`src/rtl/sensor_sequence_generator_if.sv`:
```
// Command/sensor bundle between a passage source (master) and the generator (slave).
interface sensor_sequence_generator_if;
    logic       cmd_valid;
    logic [1:0] cmd_type;
    logic       cmd_ready;
    logic       a;
    logic       b;
    logic       busy;
    logic       done;
    logic [1:0] cur_type;

    modport master (
        output cmd_valid, cmd_type,
        input  cmd_ready, a, b, busy, done, cur_type
    );
    modport slave (
        input  cmd_valid, cmd_type,
        output cmd_ready, a, b, busy, done, cur_type
    );
endinterface

```
`src/rtl/sensor_sequence_generator.sv`:
```
// Drives the a/b parking-sensor waveform for one car passage per accepted command
// (entry, exit, or a backed-out entry/exit), followed by an idle gap.
module sensor_sequence_generator #(
    parameter int HOLD_CYCLES = 4,
    parameter int GAP_CYCLES  = 2
) (
    input  logic                        clk,
    input  logic                        rst,
    sensor_sequence_generator_if.slave  bus
);
    localparam int MAXC = (HOLD_CYCLES > GAP_CYCLES) ? HOLD_CYCLES : GAP_CYCLES;
    localparam int CW   = $clog2(MAXC + 1);
    localparam logic [CW-1:0] HOLD_LD = CW'(HOLD_CYCLES - 1);
    localparam logic [CW-1:0] GAP_LD  = CW'(GAP_CYCLES - 1);

    if (HOLD_CYCLES < 1) begin : g_bad_hold
        $error("HOLD_CYCLES must be >= 1");
    end
    if (GAP_CYCLES < 1) begin : g_bad_gap
        $error("GAP_CYCLES must be >= 1");
    end

    typedef enum logic [2:0] {IDLE, PH1, PH2, PH3, GAP} state_t;

    state_t        state, state_n;
    logic [CW-1:0] cnt, cnt_n;
    logic [1:0]    type_q, type_n;
    logic [1:0]    ab_q, ab_n;
    logic          busy_q, done_q;
    logic          accept;

    // PH3 repeats PH1 for a backed-out car, otherwise the sensor that tripped first clears first.
    function automatic logic [1:0] pattern(input logic [1:0] t, input state_t s);
        logic [1:0] first;
        first = t[0] ? 2'b01 : 2'b10;
        case (s)
            PH1:     pattern = first;
            PH2:     pattern = 2'b11;
            PH3:     pattern = t[1] ? first : {first[0], first[1]};
            default: pattern = 2'b00;
        endcase
    endfunction

    assign bus.cmd_ready = (state == IDLE) && !rst;
    assign accept        = bus.cmd_valid && bus.cmd_ready;

    always_comb begin
        state_n = state;
        cnt_n   = cnt;
        type_n  = type_q;
        case (state)
            IDLE: if (accept) begin
                state_n = PH1;
                cnt_n   = HOLD_LD;
                type_n  = bus.cmd_type;
            end
            PH1, PH2: begin
                if (cnt == '0) begin
                    state_n = (state == PH1) ? PH2 : PH3;
                    cnt_n   = HOLD_LD;
                end else begin
                    cnt_n = cnt - 1'b1;
                end
            end
            PH3: begin
                if (cnt == '0) begin
                    state_n = GAP;
                    cnt_n   = GAP_LD;
                end else begin
                    cnt_n = cnt - 1'b1;
                end
            end
            GAP: begin
                if (cnt == '0) begin
                    state_n = IDLE;
                    cnt_n   = '0;
                end else begin
                    cnt_n = cnt - 1'b1;
                end
            end
            default: begin
                state_n = IDLE;
                cnt_n   = '0;
            end
        endcase
        ab_n = pattern(type_n, state_n);
    end

    always_ff @(posedge clk or posedge rst) begin
        if (rst) begin
            state  <= IDLE;
            cnt    <= '0;
            type_q <= 2'b00;
            ab_q   <= 2'b00;
            busy_q <= 1'b0;
            done_q <= 1'b0;
        end else begin
            state  <= state_n;
            cnt    <= cnt_n;
            type_q <= type_n;
            ab_q   <= ab_n;
            busy_q <= (state_n != IDLE);
            done_q <= (state == GAP) && (cnt == '0);
        end
    end

    assign bus.a        = ab_q[1];
    assign bus.b        = ab_q[0];
    assign bus.busy     = busy_q;
    assign bus.done     = done_q;
    assign bus.cur_type = type_q;
endmodule

```
`src/flat_wrapper.sv`:
```
// flat-port wrapper written by rule: the top's interface ports become plain ports
module sensor_sequence_generator_flat 
#(
    parameter int HOLD_CYCLES = 4,
    parameter int GAP_CYCLES  = 2
)
  (clk, rst, bus_cmd_valid, bus_cmd_type, bus_cmd_ready, bus_a, bus_b, bus_busy, bus_done, bus_cur_type);
  sensor_sequence_generator_if bus_i ();
  input  logic clk;
  input  logic rst;
  input wire logic [$bits(bus_i.cmd_valid)-1:0] bus_cmd_valid;
  input wire logic [$bits(bus_i.cmd_type)-1:0] bus_cmd_type;
  output wire logic [$bits(bus_i.cmd_ready)-1:0] bus_cmd_ready;
  output wire logic [$bits(bus_i.a)-1:0] bus_a;
  output wire logic [$bits(bus_i.b)-1:0] bus_b;
  output wire logic [$bits(bus_i.busy)-1:0] bus_busy;
  output wire logic [$bits(bus_i.done)-1:0] bus_done;
  output wire logic [$bits(bus_i.cur_type)-1:0] bus_cur_type;
  assign bus_i.cmd_valid = bus_cmd_valid;
  assign bus_i.cmd_type = bus_cmd_type;
  assign bus_cmd_ready = bus_i.cmd_ready;
  assign bus_a = bus_i.a;
  assign bus_b = bus_i.b;
  assign bus_busy = bus_i.busy;
  assign bus_done = bus_i.done;
  assign bus_cur_type = bus_i.cur_type;
  sensor_sequence_generator #(.HOLD_CYCLES(HOLD_CYCLES), .GAP_CYCLES(GAP_CYCLES)) u_core (.clk(clk), .rst(rst), .bus(bus_i));
endmodule
```
`config.mk`:
```
export PLATFORM = sky130hd
export DESIGN_NAME = sensor_sequence_generator_flat
export DESIGN_NICKNAME = d
export VERILOG_FILES = /design/src/rtl/sensor_sequence_generator_if.sv /design/src/rtl/sensor_sequence_generator.sv /design/src/flat_wrapper.sv
export SDC_FILE = /design/constraint.sdc
export NUM_CORES = 1
export LEC_CHECK = 0
export CORE_AREA = 2 2 43 45
export CTS_CLUSTER_DIAMETER = 100
export DETAILED_ROUTE_END_ITERATION = 8
export DIE_AREA = 0 0 45 47
export PLACE_DENSITY = 0.64
export SYNTH_ARGS = -nofsm -noshare
export SYNTH_HDL_FRONTEND = slang
export SYNTH_SLANG_ARGS = --single-unit
export TNS_END_PERCENT = 10
```
`constraint.sdc`:
```
create_clock -name clk -period 1.9 [get_ports clk]
set_input_delay 0.19 -clock clk [delete_from_list [all_inputs] [get_ports clk]]
set_output_delay 0.19 -clock clk [all_outputs]
set_load 0.02 [all_outputs]
```
==> results.py, run 1 <==
metrics = {
    "finish": {
        "utilization_pct": 51.3,
        "regArea_sq_um": 300,
        "multi_input_area_sq_um": 353,
        "final_nets": 98,
        "drive_above_1_share_pct": 13.2,
        "fin_area_sq_um": 847,
        "diodes": 0,
        "fillers": 173,
        "area_delta_synth_final_pct": 20.0,
    },
    "yosys": {
        "synth.avg_cell_area_sq_um": 8.93,
        "synth_top_area_cell": "dfrtp_1",
        "synthTopCellsByCount": "12 x dfrtp_1, 9 x nor2_1, 7 x nand2_1",
        "syn-cell-area_sq_um": 706,
        "postSynth.asyncResetShare_pct": 100,
        "ys.flop_type": "dfrtp_1",
        "synth_cells": 79,
        "ys_top_cells_by_area": "dfrtp_1 43%, nor2_1 4.8%, nand2_1 3.7%",
        "synth_cell_types": 37,
        "ys_seq_area_share_pct": 42.6,
        "synth_edf_count": 0,
        "ys_ff_latch": 12,
        "post-synth-top-count-cell": "dfrtp_1",
        "yosys_warnings": 0,
        "synth_top_area_share_pct": 42.6,
        "synth_nets": 84,
    },
    "worst_setup_path": {
        "regToRegStartpoint": "u_core.cnt[2]$_DFFE_PP0P_",
        "path_class": "reg -> out",
        "critPathLaunchType": "flip-flop",
        "reg2reg_setup_slack_ns": 0.40,
        "startpoint": "u_core.state[2]$_DFF_PP0_",
        "timing.rr.end": "u_core.ab_q[1]$_DFF_PP0_",
        "r2r_cells": 4,
        "critPathRequiredTime_ns": 1.71,
        "arrival_ns": 1.48,
        "crit_path_max_fanout": 4,
        "end_kind": "output pin",
    },
    "global_routing": {
        "grt_antenna_before_repair": 0,
        "overflow": 0,
        "grt_pass1_wl_um": 2620,
        "grt_pass1_vias": 564,
        "grtUsageTotal_pct": 17.7,
        "grt_max_degree": 19,
    },
    "sta": {
        "slew_violations": 0,
        "final.min_clock_period_ns": 1.67,
        "holdWs_ns": 0.287,
        "hold_violations": 0,
        "rsz0062_at_grt": "no",
        "fmax_mhz": 600,
        "skew_ns": 0.00614,
        "finalCritPeriodShare_pct": 87.8,
        "tightestPinTransition_ns": 0.474,
        "max_slew_margin_pct": 68.4,
        "setup_viol": 0,
        "fin_setup_tns_ns": 0,
    },
    "clock_network": {
        "cts_tree": "done",
        "ctsHoldBuffers": 0,
        "cts_sinks": 12,
        "clkTransAtPathRegs_ns": 0.08,
        "clock_path_buffers": 2,
        "clk_latency_ns": 0.27,
        "numCtsBuffers": 3,
        "cts_root_buffer": "clkbuf_4",
        "htree_levels": 1,
    },
    "place": {
        "place_congestion": 0.760,
        "postPlaceCellArea_sq_um": 826,
        "numPortBuffers": 11,
        "dpl.hpwl_um": 1050,
    },
    "floorplanning": {
        "die_w_um": 45,
        "num_rows": 15,
        "start_util_pct": 42.7,
        "io_pins": 12,
        "dieArea_sq_um": 2120,
        "die_y_um": 47,
        "core_sq_um": 1650,
    },
    "detailed_routing": {
        "wl_per_cell_um": 14.2,
        "dr.pass1.iters": 4,
        "ant_nets": 0,
        "drt_iter0_markers": 7,
        "finalWirelength_um": 1540,
        "routed_via_density": 5.73,
        "routed-via-count": 619,
        "drc_errors": 0,
    },
    "hold_path": {
        "hp-class": "in -> async",
    },
    "status": {
        "status": "finished clean",
    },
    "pwr": {
        "vdd_drop_max_v": 0.000948,
        "report.power.total_mw": 1.48,
        "p_per_area_nw_per_um2": 1750,
        "p_leak_nw": 0.362,
    },
    "flow_run": {
        "max_cap_violations": 0,
    },
}
power by group:
part	switching [mW]	internal (mW)	total, mW
logic	0.482	0.386	0.868
registers	0.0934	0.361	0.454
clock network	0.0840	0.0732	0.157
metal layers:
| layer | vias to the layer above | GRT usage [%] | wire length (um) | share of wire (%) |
|---|---|---|---|---|
| li1 | 306 | - | - | - |
| met1 | 299 | 23.7 | 745 | 48 |
| met2 | 12 | 27.4 | 738 | 48 |
| met3 | 2 | 3.46 | 41 | 2.7 |
| met4 | 0 | 8.82 | 12 | 0.78 |
| met5 | - | 0 | 0 | 0 |
critical path, stage by stage (launching register included):
cell and delay [ns]:
dfrtp_1 0.39, or3_4 0.39, nor2_1 0.09, dlygate4sd2_1 0.33
per-stage QoR:
step	worst slack (ns)	cells
2_1_floorplan	0.542	79
3_3_place_gp	0.253	105
3_5_place_dp	0.243	105
4_1_cts	0.226	108
5_1_grt	0.180	108
6_report	0.233	108
cell usage in the layout (no fill, tap or decap), drive strengths merged, types with 2 or more instances in the layout:
cell,synthesis,routed
nor3,3,3
nand2,8,8
inv,3,3
buf,6,4
a211oi,2,2
nand3,5,5
o21ai,5,5
a21oi,5,5
clkbuf,0,3
mux2,2,2
clkdlybuf4s50,0,10
or3,2,2
nor2,9,9
dfrtp,12,12
state kept, by name (all words and copies together) (netlist names):
signal / flops
u_core.state: 3
u_core.bus.busy: 1
u_core.ab_q: 2
u_core.cnt: 3
u_core.bus.cur_type: 2
u_core.bus.done: 1
worst max-delay path by stage:
stage / endpoint / slack [ns] / cells past startpoint
6_report: bus_cmd_ready / 0.23 / 3
5_1_grt: bus_cmd_ready / 0.18 / 3
4_1_cts: bus_cmd_ready / 0.23 / 3
3_5_place_dp: bus_cmd_ready / 0.24 / 3
3_3_place_gp: bus_cmd_ready / 0.25 / 3
2_1_floorplan: u_core.ab_q[0]$_DFF_PP0_ / 0.54 / 6
logic make-up (layout without fill, tap and decap cells):
family,after synthesis,after routing,synth area share [%]
and+or+nand+nor,31,31,21.8
AOI/OAI and AO/OA,24,24,23.8
DFF,12,12,42.6
buffers and inverters,9,21,7.45
muxes,2,2,3.19
xor gates and xnor gates,1,1,1.24
cell type report:
cell class / count / area share, %
repair buffers: 15 / 16.4
flip-flops and latches: 12 / 35.5
inverters: 3 / 1.33
multi-input cells: 58 / 41.7
well taps: 17 / 2.51
clock buffers: 3 / 2.66
timing repair:
item / in CTS / in global routing
buffers inserted: 0 / 0
hold endpoints to repair: 0 / 0
setup endpoints to repair: 1 / 0
gates resized for setup: 1 / 0
Power figures use the tool's default switching activity.
==> run 2, diff against run 1 <==
Settings changed: PLACE_DENSITY 0.64 to 0.67.
==> results.py, run 2 (same netlist as run 1, synthesis figures left out) <==
metrics = {
    "sta": {
        "setup_viol": 0,
        "final.min_clock_period_ns": 1.67,
        "worst_slack_ns": 0.227,
        "tightestPinTransition_ns": 0.455,
        "max_slew_margin_pct": 69.6,
        "rsz0062_at_grt": "no",
        "fmax_mhz": 598,
        "skew_ns": 0.00201,
        "hold_violations": 0,
        "finalCritPeriodShare_pct": 88.0,
        "fin_setup_tns_ns": 0,
        "slew_violations": 0,
    },
    "pwr": {
        "p_per_area_nw_per_um2": 1730,
        "vdd_drop_max_v": 0.000748,
        "p_leak_nw": 0.362,
    },
    "finish": {
        "area_delta_synth_final_pct": 20.0,
        "drive_above_1_share_pct": 13.2,
        "final_common_cell": "dfrtp_1",
        "final_nets": 98,
        "fillers": 163,
        "final_cell_mix": "12 x dfrtp_1, 10 x clkdlybuf4s50_1, 9 x nor2_1",
        "utilization_pct": 51.3,
        "diodes": 0,
        "largestRegisters": "u_core.cnt (3), u_core.state (3)",
    },
    "clock_network": {
        "ctsHoldBuffers": 0,
        "cts_root_buffer": "clkbuf_4",
        "htree_levels": 1,
        "clock_path_buffers": 2,
        "cts_tree": "done",
        "cts_sinks": 12,
        "clk_latency_ns": 0.28,
        "clkTransAtPathRegs_ns": 0.08,
        "numCtsBuffers": 3,
    },
    "floorplanning": {
        "die_w_um": 45,
        "core_sq_um": 1650,
        "die_y_um": 47,
        "start_util_pct": 42.7,
        "io_pins": 12,
        "dieArea_sq_um": 2120,
        "num_rows": 15,
    },
    "global_routing": {
        "overflow": 0,
        "grt_max_degree": 19,
        "grt_pass1_wl_um": 2390,
        "grtUsageTotal_pct": 16.3,
        "grt_antenna_before_repair": 0,
        "grt_pass1_vias": 551,
    },
    "hold_path": {
        "hp-class": "in -> async",
    },
    "place": {
        "numPortBuffers": 11,
        "dpl.hpwl_um": 1020,
        "place_congestion": 0.802,
        "post-place-ws_ns": 0.254,
    },
    "worst_setup_path": {
        "critPathLaunchType": "flip-flop",
        "r2r_cells": 4,
        "reg2reg_setup_slack_ns": 0.41,
        "critPathRequiredTime_ns": 1.71,
        "regToRegStartpoint": "u_core.cnt[2]$_DFFE_PP0P_",
        "timing.rr.end": "u_core.ab_q[1]$_DFF_PP0_",
        "end_kind": "output pin",
        "path_class": "reg -> out",
        "arrival_ns": 1.48,
        "crit_path_max_fanout": 4,
    },
    "detailed_routing": {
        "routed_via_density": 5.65,
        "finalWirelength_um": 1370,
        "wl_per_cell_um": 12.7,
        "routed-via-count": 610,
        "drc_errors": 0,
        "ant_nets": 0,
        "dr.pass1.iters": 4,
        "drt_iter0_markers": 6,
    },
    "flow_run": {
        "max_cap_violations": 0,
    },
    "status": {
        "status": "finished clean",
    },
}
## run 2: cell counts in the layout (fill, tap and decap cells not counted)
Identical to the previous run, type by type.
## run 2: where the power goes
part | internal (mW) | leakage [nW] | switching, mW | total [mW]
clock network | 0.0736 | 0.0138 | 0.0911 | 0.165
logic | 0.386 | 0.200 | 0.465 | 0.851
registers | 0.361 | 0.148 | 0.0885 | 0.449
total | 0.820 | 0.362 | 0.645 | 1.47
## run 2: repair_timing
action | in CTS | in global routing
gates resized for setup | 1 | 0
buffers inserted | 0 | 0
endpoints found under the setup margin | 1 | 0
## run 2: layout make-up
type,count,area (sq um),share of cell area (%)
flip-flops and latches,12,300,35.5
well taps,17,21.3,2.51
inverters,3,11.3,1.33
clock buffers,3,22.5,2.66
multi-input cells,58,353,41.7
repair buffers,15,139,16.4
## run 2: stage by stage
stage | hold WS, ns | area [sq um] | power, mW | std cells
floorplan | 0.0547 | 706 | 1.10 | 79
global placement | 0.553 | 826 | 1.31 | 105
detailed placement | 0.566 | 826 | 1.31 | 105
CTS | 0.285 | 847 | 1.47 | 108
global route | 0.344 | 847 | 1.60 | 108
finish | 0.273 | 847 | 1.47 | 108
## run 2: layer usage
layer,vias up,share of wire [%],GRT usage (%)
met3,2,2.9,3.46
met2,14,46,25.7
li1,309,-,-
met4,0,1.5,8.82
met1,285,49,21.0
met5,-,0,0
## run 2: worst max-delay path: stages, from the launching register on
cell and delay (ns):
dfrtp_1 0.38, or3_4 0.40, nor2_1 0.09, dlygate4sd2_1 0.33
## run 2: worst max path at each step
stage                              start                  endpoint  slack (ns)  cells past startpoint
2_1_floorplan  u_core.cnt[0]$_DFFE_PP0P_  u_core.ab_q[0]$_DFF_PP0_        0.54                      6
3_3_place_gp   u_core.state[0]$_DFF_PP0_             bus_cmd_ready        0.26                      3
3_5_place_dp   u_core.state[0]$_DFF_PP0_             bus_cmd_ready        0.25                      3
4_1_cts        u_core.state[0]$_DFF_PP0_             bus_cmd_ready        0.21                      3
5_1_grt        u_core.state[0]$_DFF_PP0_             bus_cmd_ready        0.16                      3
6_report       u_core.state[0]$_DFF_PP0_             bus_cmd_ready        0.23                      3
==> run 3, diff against run 2 <==
Settings changed: CAP_MARGIN set to 20.
==> results of run 3 <==
No change in the layout: final DEF, timing and power equal those of run 2.
